## src/rtl/reset_sequencer.sv

```systemverilog
// Power/reset sequencer: synchronises and debounces the raw switches, holds all
// resets for HOLD cycles, then releases N_OUT active-low resets in ascending order.
module reset_sequencer #(
  parameter int N_OUT    = 3,
  parameter int DEBOUNCE = 4,
  parameter int HOLD     = 16,
  parameter int STAGGER  = 2,
  parameter int CW       = 8
) (
  input  logic             clock,
  input  logic             reset_,
  input  logic             on_switch,
  input  logic             reset_switch,
  output logic [N_OUT-1:0] rst_out_,
  output logic             all_ready,
  output logic [1:0]       state
);

  localparam int IW = (N_OUT > 1) ? $clog2(N_OUT) : 1;
  localparam logic [IW-1:0]    LAST = IW'(N_OUT - 1);
  localparam logic [N_OUT-1:0] ONE  = N_OUT'(1);

  typedef enum logic [1:0] {
    ST_OFF  = 2'd0,
    ST_HOLD = 2'd1,
    ST_REL  = 2'd2,
    ST_RUN  = 2'd3
  } state_t;

  logic [1:0] w_raw;
  logic [1:0] r_sync1;
  logic [1:0] r_sync2;
  logic [1:0] r_db;
  logic       w_on_db;
  logic       w_rst_db;

  assign w_raw    = {reset_switch, on_switch};
  assign w_on_db  = r_db[0];
  assign w_rst_db = r_db[1];

  // Stage 1: two-flop synchroniser and debounce, one lane per switch
  for (genvar g = 0; g < 2; g++) begin : g_sw
    logic [CW-1:0] r_dcnt;

    always_ff @(posedge clock or negedge reset_) begin
      if (!reset_) begin
        r_sync1[g] <= 1'b0;
        r_sync2[g] <= 1'b0;
        r_db[g]    <= 1'b0;
        r_dcnt     <= '0;
      end else begin
        r_sync1[g] <= w_raw[g];
        r_sync2[g] <= r_sync1[g];
        if (r_sync2[g] == r_db[g]) begin
          r_dcnt <= '0;
        end else if (r_dcnt == CW'(DEBOUNCE - 1)) begin
          r_db[g] <= r_sync2[g];
          r_dcnt  <= '0;
        end else begin
          r_dcnt <= r_dcnt + CW'(1);
        end
      end
    end
  end

  state_t           r_state, w_state_nxt;
  logic [CW-1:0]    r_cnt, w_cnt_nxt;
  logic [IW-1:0]    r_idx, w_idx_nxt;
  logic [N_OUT-1:0] r_rst, w_rst_nxt;
  logic             r_rdy, w_rdy_nxt;

  // Stage 2: sequencing FSM driven by the debounced levels
  always_ff @(posedge clock or negedge reset_) begin
    if (!reset_) begin
      r_state <= ST_OFF;
      r_cnt   <= '0;
      r_idx   <= '0;
      r_rst   <= '0;
      r_rdy   <= 1'b0;
    end else begin
      r_state <= w_state_nxt;
      r_cnt   <= w_cnt_nxt;
      r_idx   <= w_idx_nxt;
      r_rst   <= w_rst_nxt;
      r_rdy   <= w_rdy_nxt;
    end
  end

  always_comb begin
    w_state_nxt = r_state;
    w_cnt_nxt   = r_cnt;
    w_idx_nxt   = r_idx;
    w_rst_nxt   = r_rst;
    w_rdy_nxt   = r_rdy;
    // Power loss outranks the reset button, which outranks normal progression
    if (r_state != ST_OFF && !w_on_db) begin
      w_state_nxt = ST_OFF;
      w_cnt_nxt   = '0;
      w_idx_nxt   = '0;
      w_rst_nxt   = '0;
      w_rdy_nxt   = 1'b0;
    end else if (r_state != ST_OFF && w_rst_db) begin
      w_state_nxt = ST_HOLD;
      w_cnt_nxt   = '0;
      w_idx_nxt   = '0;
      w_rst_nxt   = '0;
      w_rdy_nxt   = 1'b0;
    end else begin
      case (r_state)
        ST_OFF: begin
          w_rst_nxt = '0;
          w_rdy_nxt = 1'b0;
          if (w_on_db && !w_rst_db) begin
            w_state_nxt = ST_HOLD;
            w_cnt_nxt   = '0;
          end
        end
        ST_HOLD: begin
          if (r_cnt == CW'(HOLD - 1)) begin
            w_rst_nxt = ONE;
            w_cnt_nxt = '0;
            w_idx_nxt = IW'(1);
            if (N_OUT == 1) begin
              w_state_nxt = ST_RUN;
              w_rdy_nxt   = 1'b1;
            end else begin
              w_state_nxt = ST_REL;
            end
          end else begin
            w_cnt_nxt = r_cnt + CW'(1);
          end
        end
        ST_REL: begin
          if (r_cnt == CW'(STAGGER - 1)) begin
            w_rst_nxt = r_rst | (ONE << r_idx);
            w_cnt_nxt = '0;
            w_idx_nxt = r_idx + IW'(1);
            if (r_idx == LAST) begin
              w_state_nxt = ST_RUN;
              w_rdy_nxt   = 1'b1;
            end
          end else begin
            w_cnt_nxt = r_cnt + CW'(1);
          end
        end
        ST_RUN: begin
          w_rdy_nxt = 1'b1;
        end
        default: begin
          w_state_nxt = ST_OFF;
          w_rst_nxt   = '0;
          w_rdy_nxt   = 1'b0;
        end
      endcase
    end
  end

  assign rst_out_  = r_rst;
  assign all_ready = r_rdy;
  assign state     = r_state;

endmodule

```

## config.mk

```make
export PLATFORM = sky130hd
export DESIGN_NAME = reset_sequencer
export DESIGN_NICKNAME = d
export VERILOG_FILES = /design/src/rtl/reset_sequencer.sv
export SDC_FILE = /design/constraint.sdc
export NUM_CORES = 1
export LEC_CHECK = 0
export BUFFER_PORTS_ARGS = -buffer_cell sky130_fd_sc_hd__buf_2
export CORE_AREA = 2 2 64 66
export DETAILED_ROUTE_END_ITERATION = 16
export DIE_AREA = 0 0 66 68
export HOLD_SLACK_MARGIN = 0.05
export PLACE_DENSITY = 0.83
export SLEW_MARGIN = 10
export SYNTH_ARGS = -nofsm -noshare
export SYNTH_HDL_FRONTEND = slang
export SYNTH_SLANG_ARGS = --single-unit
```

## constraint.sdc

```tcl
create_clock -name clock -period 2.1 [get_ports clock]
set_clock_uncertainty 0.05 [all_clocks]
set_input_delay 0.42 -clock clock [delete_from_list [all_inputs] [get_ports clock]]
set_output_delay 0.42 -clock clock [all_outputs]
set_load 0.02 [all_outputs]
```

==> results by stage <==
Synth:
- Dividing the synthesized area by the synthesized cell count gives 10.22 µm².
- The number of nets in the synthesized netlist is 209.
- The share of synthesized area in the top cell type comes to 0.4819.
- The number of distinct library cell variants in the gate-level netlist after synthesis is 41.
- Synthesis inferred 38 register bits.
- In this run, synthesis inferred 0 flip-flops with an integrated enable.
- The part of the Yosys area used for sequential elements is 0.4819.
- For this run, the number of Yosys warnings is 0.
- Sorting the synthesized cells by area gives the leading types as sky130_fd_sc_hd__dfrtp_1 (48%), sky130_fd_sc_hd__ha_1 (7.6%), sky130_fd_sc_hd__xor2_1 (4.9%).
- The fraction of registers with async set or reset after synthesis is 1.000.
- Of all cell types, the one taking the most synthesized area is sky130_fd_sc_hd__dfrtp_1.
- The commonest register cell after synthesis is sky130_fd_sc_hd__dfrtp_1.
- Synthesis produced a netlist whose cell count is 193.
- The synthesized area is 0.001973 mm².

STA:
- Setup violations remaining at the end of the flow were counted as 0.
- Setup repair after global routing could not meet its margin everywhere.
- The clock period could shrink to 2.016 ns.
- The number of endpoints with negative hold slack in the final report is 0.
- Measured against its own limit, the worst slew margin works out to 0.6925.
- At the pin with the least slew margin, the transition time is 0.4603 ns.
- Once routing completed, OpenROAD measured the worst setup slack at 0.08407 ns.
- The final worst-path cycle share is 0.9600.
- The count of pins over their slew limit came to 0.
- Derived from the worst setup path, the maximum achievable clock frequency is 496.0 MHz.

Clock network:
- Clock-pin slew was measured on the worst setup and hold paths at roughly 0.080 ns.
- TritonCTS built the clock tree.
- Clock tree synthesis found a total of 38 sinks.
- At the later pin of the worst-skew pair, clock insertion delay measures approximately 0.29 ns.
- The clock buffer count from CTS is 5.
- CTS built an H-tree with a depth of 2.
- Counting along the longest clock path gives a buffer depth of 2.
- The tree is rooted in a sky130_fd_sc_hd__clkbuf_8.

Finish:
- At the end of the flow, the number of nets in the layout was between 200 and 250.
- The number of diodes is 0.
- The synthesis-to-layout area growth is 16.99%.
- The share of cells above drive strength 1 is 0.2036.
- For this run, the share of the core covered by cells in the final layout is 0.5986.

Detailed routing:
- In this run, the number of DRC markers left after iteration 0 of detailed routing was 75.
- The first detailed-routing pass took 4 iterations.
- Dividing the detail-routed wire length by the instance count gives 12.92 µm.
- The post-detailed-routing wire length is ~3500 µm.
- For this block, the via count after detailed routing is about 1400.
- In the routed layout, each cell is associated on average with a via count of 5.347.
- For this run, design rule violations remaining after detail routing come to 0.
- In this run the remaining antenna-violating nets after routing total 0.

Outcome:
- The flow ran to the end, and the final reports show no timing, DRC or antenna violations.

Placement:
- The count of buffers added on input and output ports is 9.
- The pre-CTS setup slack is 0.04843 ns.
- The HPWL after detailed placement is between 2000 and 2500 µm.
- At the end of routability-driven placement, the weighted congestion stood at 0.8323.

Worst setup path:
- The worst-path maximum fanout is 6.
- The launching element type of the critical path is a register.
- STA classifies the critical path endpoint as a register.
- At the worst endpoint, the arrival time is 2.19 ns.
- The worst reg-to-reg setup slack is 0.08 ns.
- At the worst endpoint, the required time is 2.27 ns.
- The start-to-end type of the worst setup path is register to register.

Power and ir drop:
- The register share of total power is 0.343.
- The clock network power share is 0.221.
- Power spread over the standard cell area amounts to 1225 mW/mm².
- The switching share of total power is 0.3805.
- In this run the power spent charging and discharging nets is roughly 1.1 mW.
- Summed over all cells, the static leakage comes to 1.057 nW.
- The share of total power dissipated in combinational logic is 0.436.
- The cell-internal power is 1.752 mW.
- The worst-case IR drop observed on VDD is approximately 0.00055 V.

Global routing:
- In the global route stage, overall resource usage came out at 0.1743.
- Entering global routing, the biggest net connects 39 pins.
- The number of global-route vias before repair is 1329.
- The wire length of the first global-routing pass is 5968 µm.
- The residual overflow from global routing is 0.
- The number of antenna violations at the first check in global routing is 0.

Hold path:
- The class of the most critical hold timing path is primary input to asynchronous set/reset pin.

Floorplan:
- The number of placement rows is 23.
- The area of the core is 0.003856 mm².
- The I/O pin total is 10.
- The die boundary height is 68 µm.
- The initial core utilization is 0.5117.
- The die covers between 0.004 and 0.005 mm².
- The horizontal die dimension is 66 µm.

Flow run:
- The number of maximum-capacitance violations is 0.
[cells in the mapped netlist, types with 2 or more instances]
master,number
sky130_fd_sc_hd__a211oi_1,5
sky130_fd_sc_hd__a21oi_1,7
sky130_fd_sc_hd__a22o_1,2
sky130_fd_sc_hd__and3_1,8
sky130_fd_sc_hd__dfrtp_1,38
sky130_fd_sc_hd__ha_1,12
sky130_fd_sc_hd__inv_1,12
sky130_fd_sc_hd__mux2_2,3
sky130_fd_sc_hd__nand2_1,9
sky130_fd_sc_hd__nand3_1,15
sky130_fd_sc_hd__nand4_1,3
sky130_fd_sc_hd__nor2_1,19
sky130_fd_sc_hd__nor2b_1,2
sky130_fd_sc_hd__nor3_1,4
sky130_fd_sc_hd__nor3b_1,2
sky130_fd_sc_hd__o21ai_0,9
sky130_fd_sc_hd__o21ai_4,2
sky130_fd_sc_hd__o22ai_1,3
sky130_fd_sc_hd__o2bb2ai_1,2
sky130_fd_sc_hd__o31ai_1,2
sky130_fd_sc_hd__or3b_1,2
sky130_fd_sc_hd__xnor2_1,3
sky130_fd_sc_hd__xor2_1,11
[layout by cell type, fill, tap and decap left out, types with 4 or more instances in the layout]
master                     count
sky130_fd_sc_hd__dfrtp_1      38
sky130_fd_sc_hd__nor2_1       19
sky130_fd_sc_hd__nand3_1      15
sky130_fd_sc_hd__buf_4        14
sky130_fd_sc_hd__inv_1        12
sky130_fd_sc_hd__xor2_1       11
sky130_fd_sc_hd__ha_1         10
sky130_fd_sc_hd__o21ai_0       9
sky130_fd_sc_hd__buf_2         9
sky130_fd_sc_hd__nand2_1       8
sky130_fd_sc_hd__and3_1        8
sky130_fd_sc_hd__a21oi_1       6
sky130_fd_sc_hd__a211oi_1      5
sky130_fd_sc_hd__clkbuf_8      5
sky130_fd_sc_hd__nor3_1        4
[sequential cells by signal (all words and copies together), names as in the netlist]
signal	flops
all_ready	1
g_sw.r_dcnt	16
r_cnt	8
r_idx	2
r_sync1	2
r_sync2	2
rst_out_	3
state	2
w_on_db	1
w_rst_db	1
[through the flow]
| step | TNS (ns) | area [µm²] | std cells | total power [mW] | hold WS, ns |
|---|---|---|---|---|---|
| final | 0 | 2308 | 271 | 2.828 | 0.1063 |
| after global routing | -0.04312 | 2308 | 271 | 3.036 | 0.1644 |
| after CTS | 0 | 2238 | 265 | 2.715 | 0.1242 |
| after detailed placement | 0 | 2125 | 257 | 2.079 | 0.2871 |
| after global placement | 0 | 2125 | 257 | 2.055 | 0.2827 |
| after floorplan | 0 | 1974 | 193 | 1.775 | 0.07441 |
[worst max-delay path, cell delays in order (launching register included)]
cell	delay, ns
sky130_fd_sc_hd__dfrtp_1	0.39
sky130_fd_sc_hd__or4_4	0.59
sky130_fd_sc_hd__o21ai_4	0.25
sky130_fd_sc_hd__a21oi_2	0.12
sky130_fd_sc_hd__or3b_1	0.39
sky130_fd_sc_hd__a21oi_1	0.15
[layer usage]
layer	track usage	up-vias	wire [µm]
li1	-	736	-
met1	0.2198	686	1661
met3	0.03947	8	109
met5	0	-	0
met2	0.2904	19	1655
met4	0.07398	0	74
[final cells by class]
cell class,count,area (µm²)
clock buffers,5,68.82
clock inverters,3,45.04
fillers,303,1548
inverters,12,45.04
multi-input cells,140,985.9
flip-flops and latches,38,950.9
well taps,50,62.56
repair buffers,23,150.1
[cell families after synthesis]
logic type,synth area share
simple gates,0.1991
flops,0.4819
compound gates,0.1275
buf+inv,0.03107
xor+xnor,0.06214
fa+ha+maj,0.07609
mux,0.02219
[power groups by stage]
stage	Clock, mW	Sequential (mW)	Combinational, mW
finish	0.624	0.971	1.23
floorplan	0	1.01	0.763
global placement	0	0.978	1.08
detailed placement	0	0.985	1.09
global route	0.666	0.994	1.38
CTS	0.642	0.972	1.10
[what timing repair did]
item / in CTS / in global routing
buffers inserted: 0 / 6
hold endpoints to repair: 0 / 0
hold buffers: 0 / 0
gates resized for setup: 0 / 7
endpoints found under the setup margin: 0 / 15
[final timing paths]
| check | start | endpoint | cells past startpoint |
|---|---|---|---|
| setup / recovery | r_cnt[7] | rst_out_[2] | 5 |
| hold / removal | reset_ | g_sw[1].r_dcnt[7] | 2 |
| setup reg to reg | r_cnt[7] | rst_out_[2] | 5 |
| hold reg to reg | r_sync1[1] | r_sync2[1] | 0 |
| max in group asynchronous | reset_ | g_sw[0].r_dcnt[5] | 2 |
| min in group clock | on_switch | r_sync1[0] | 1 |
No activity file was read; power rests on OpenSTA's default activity.
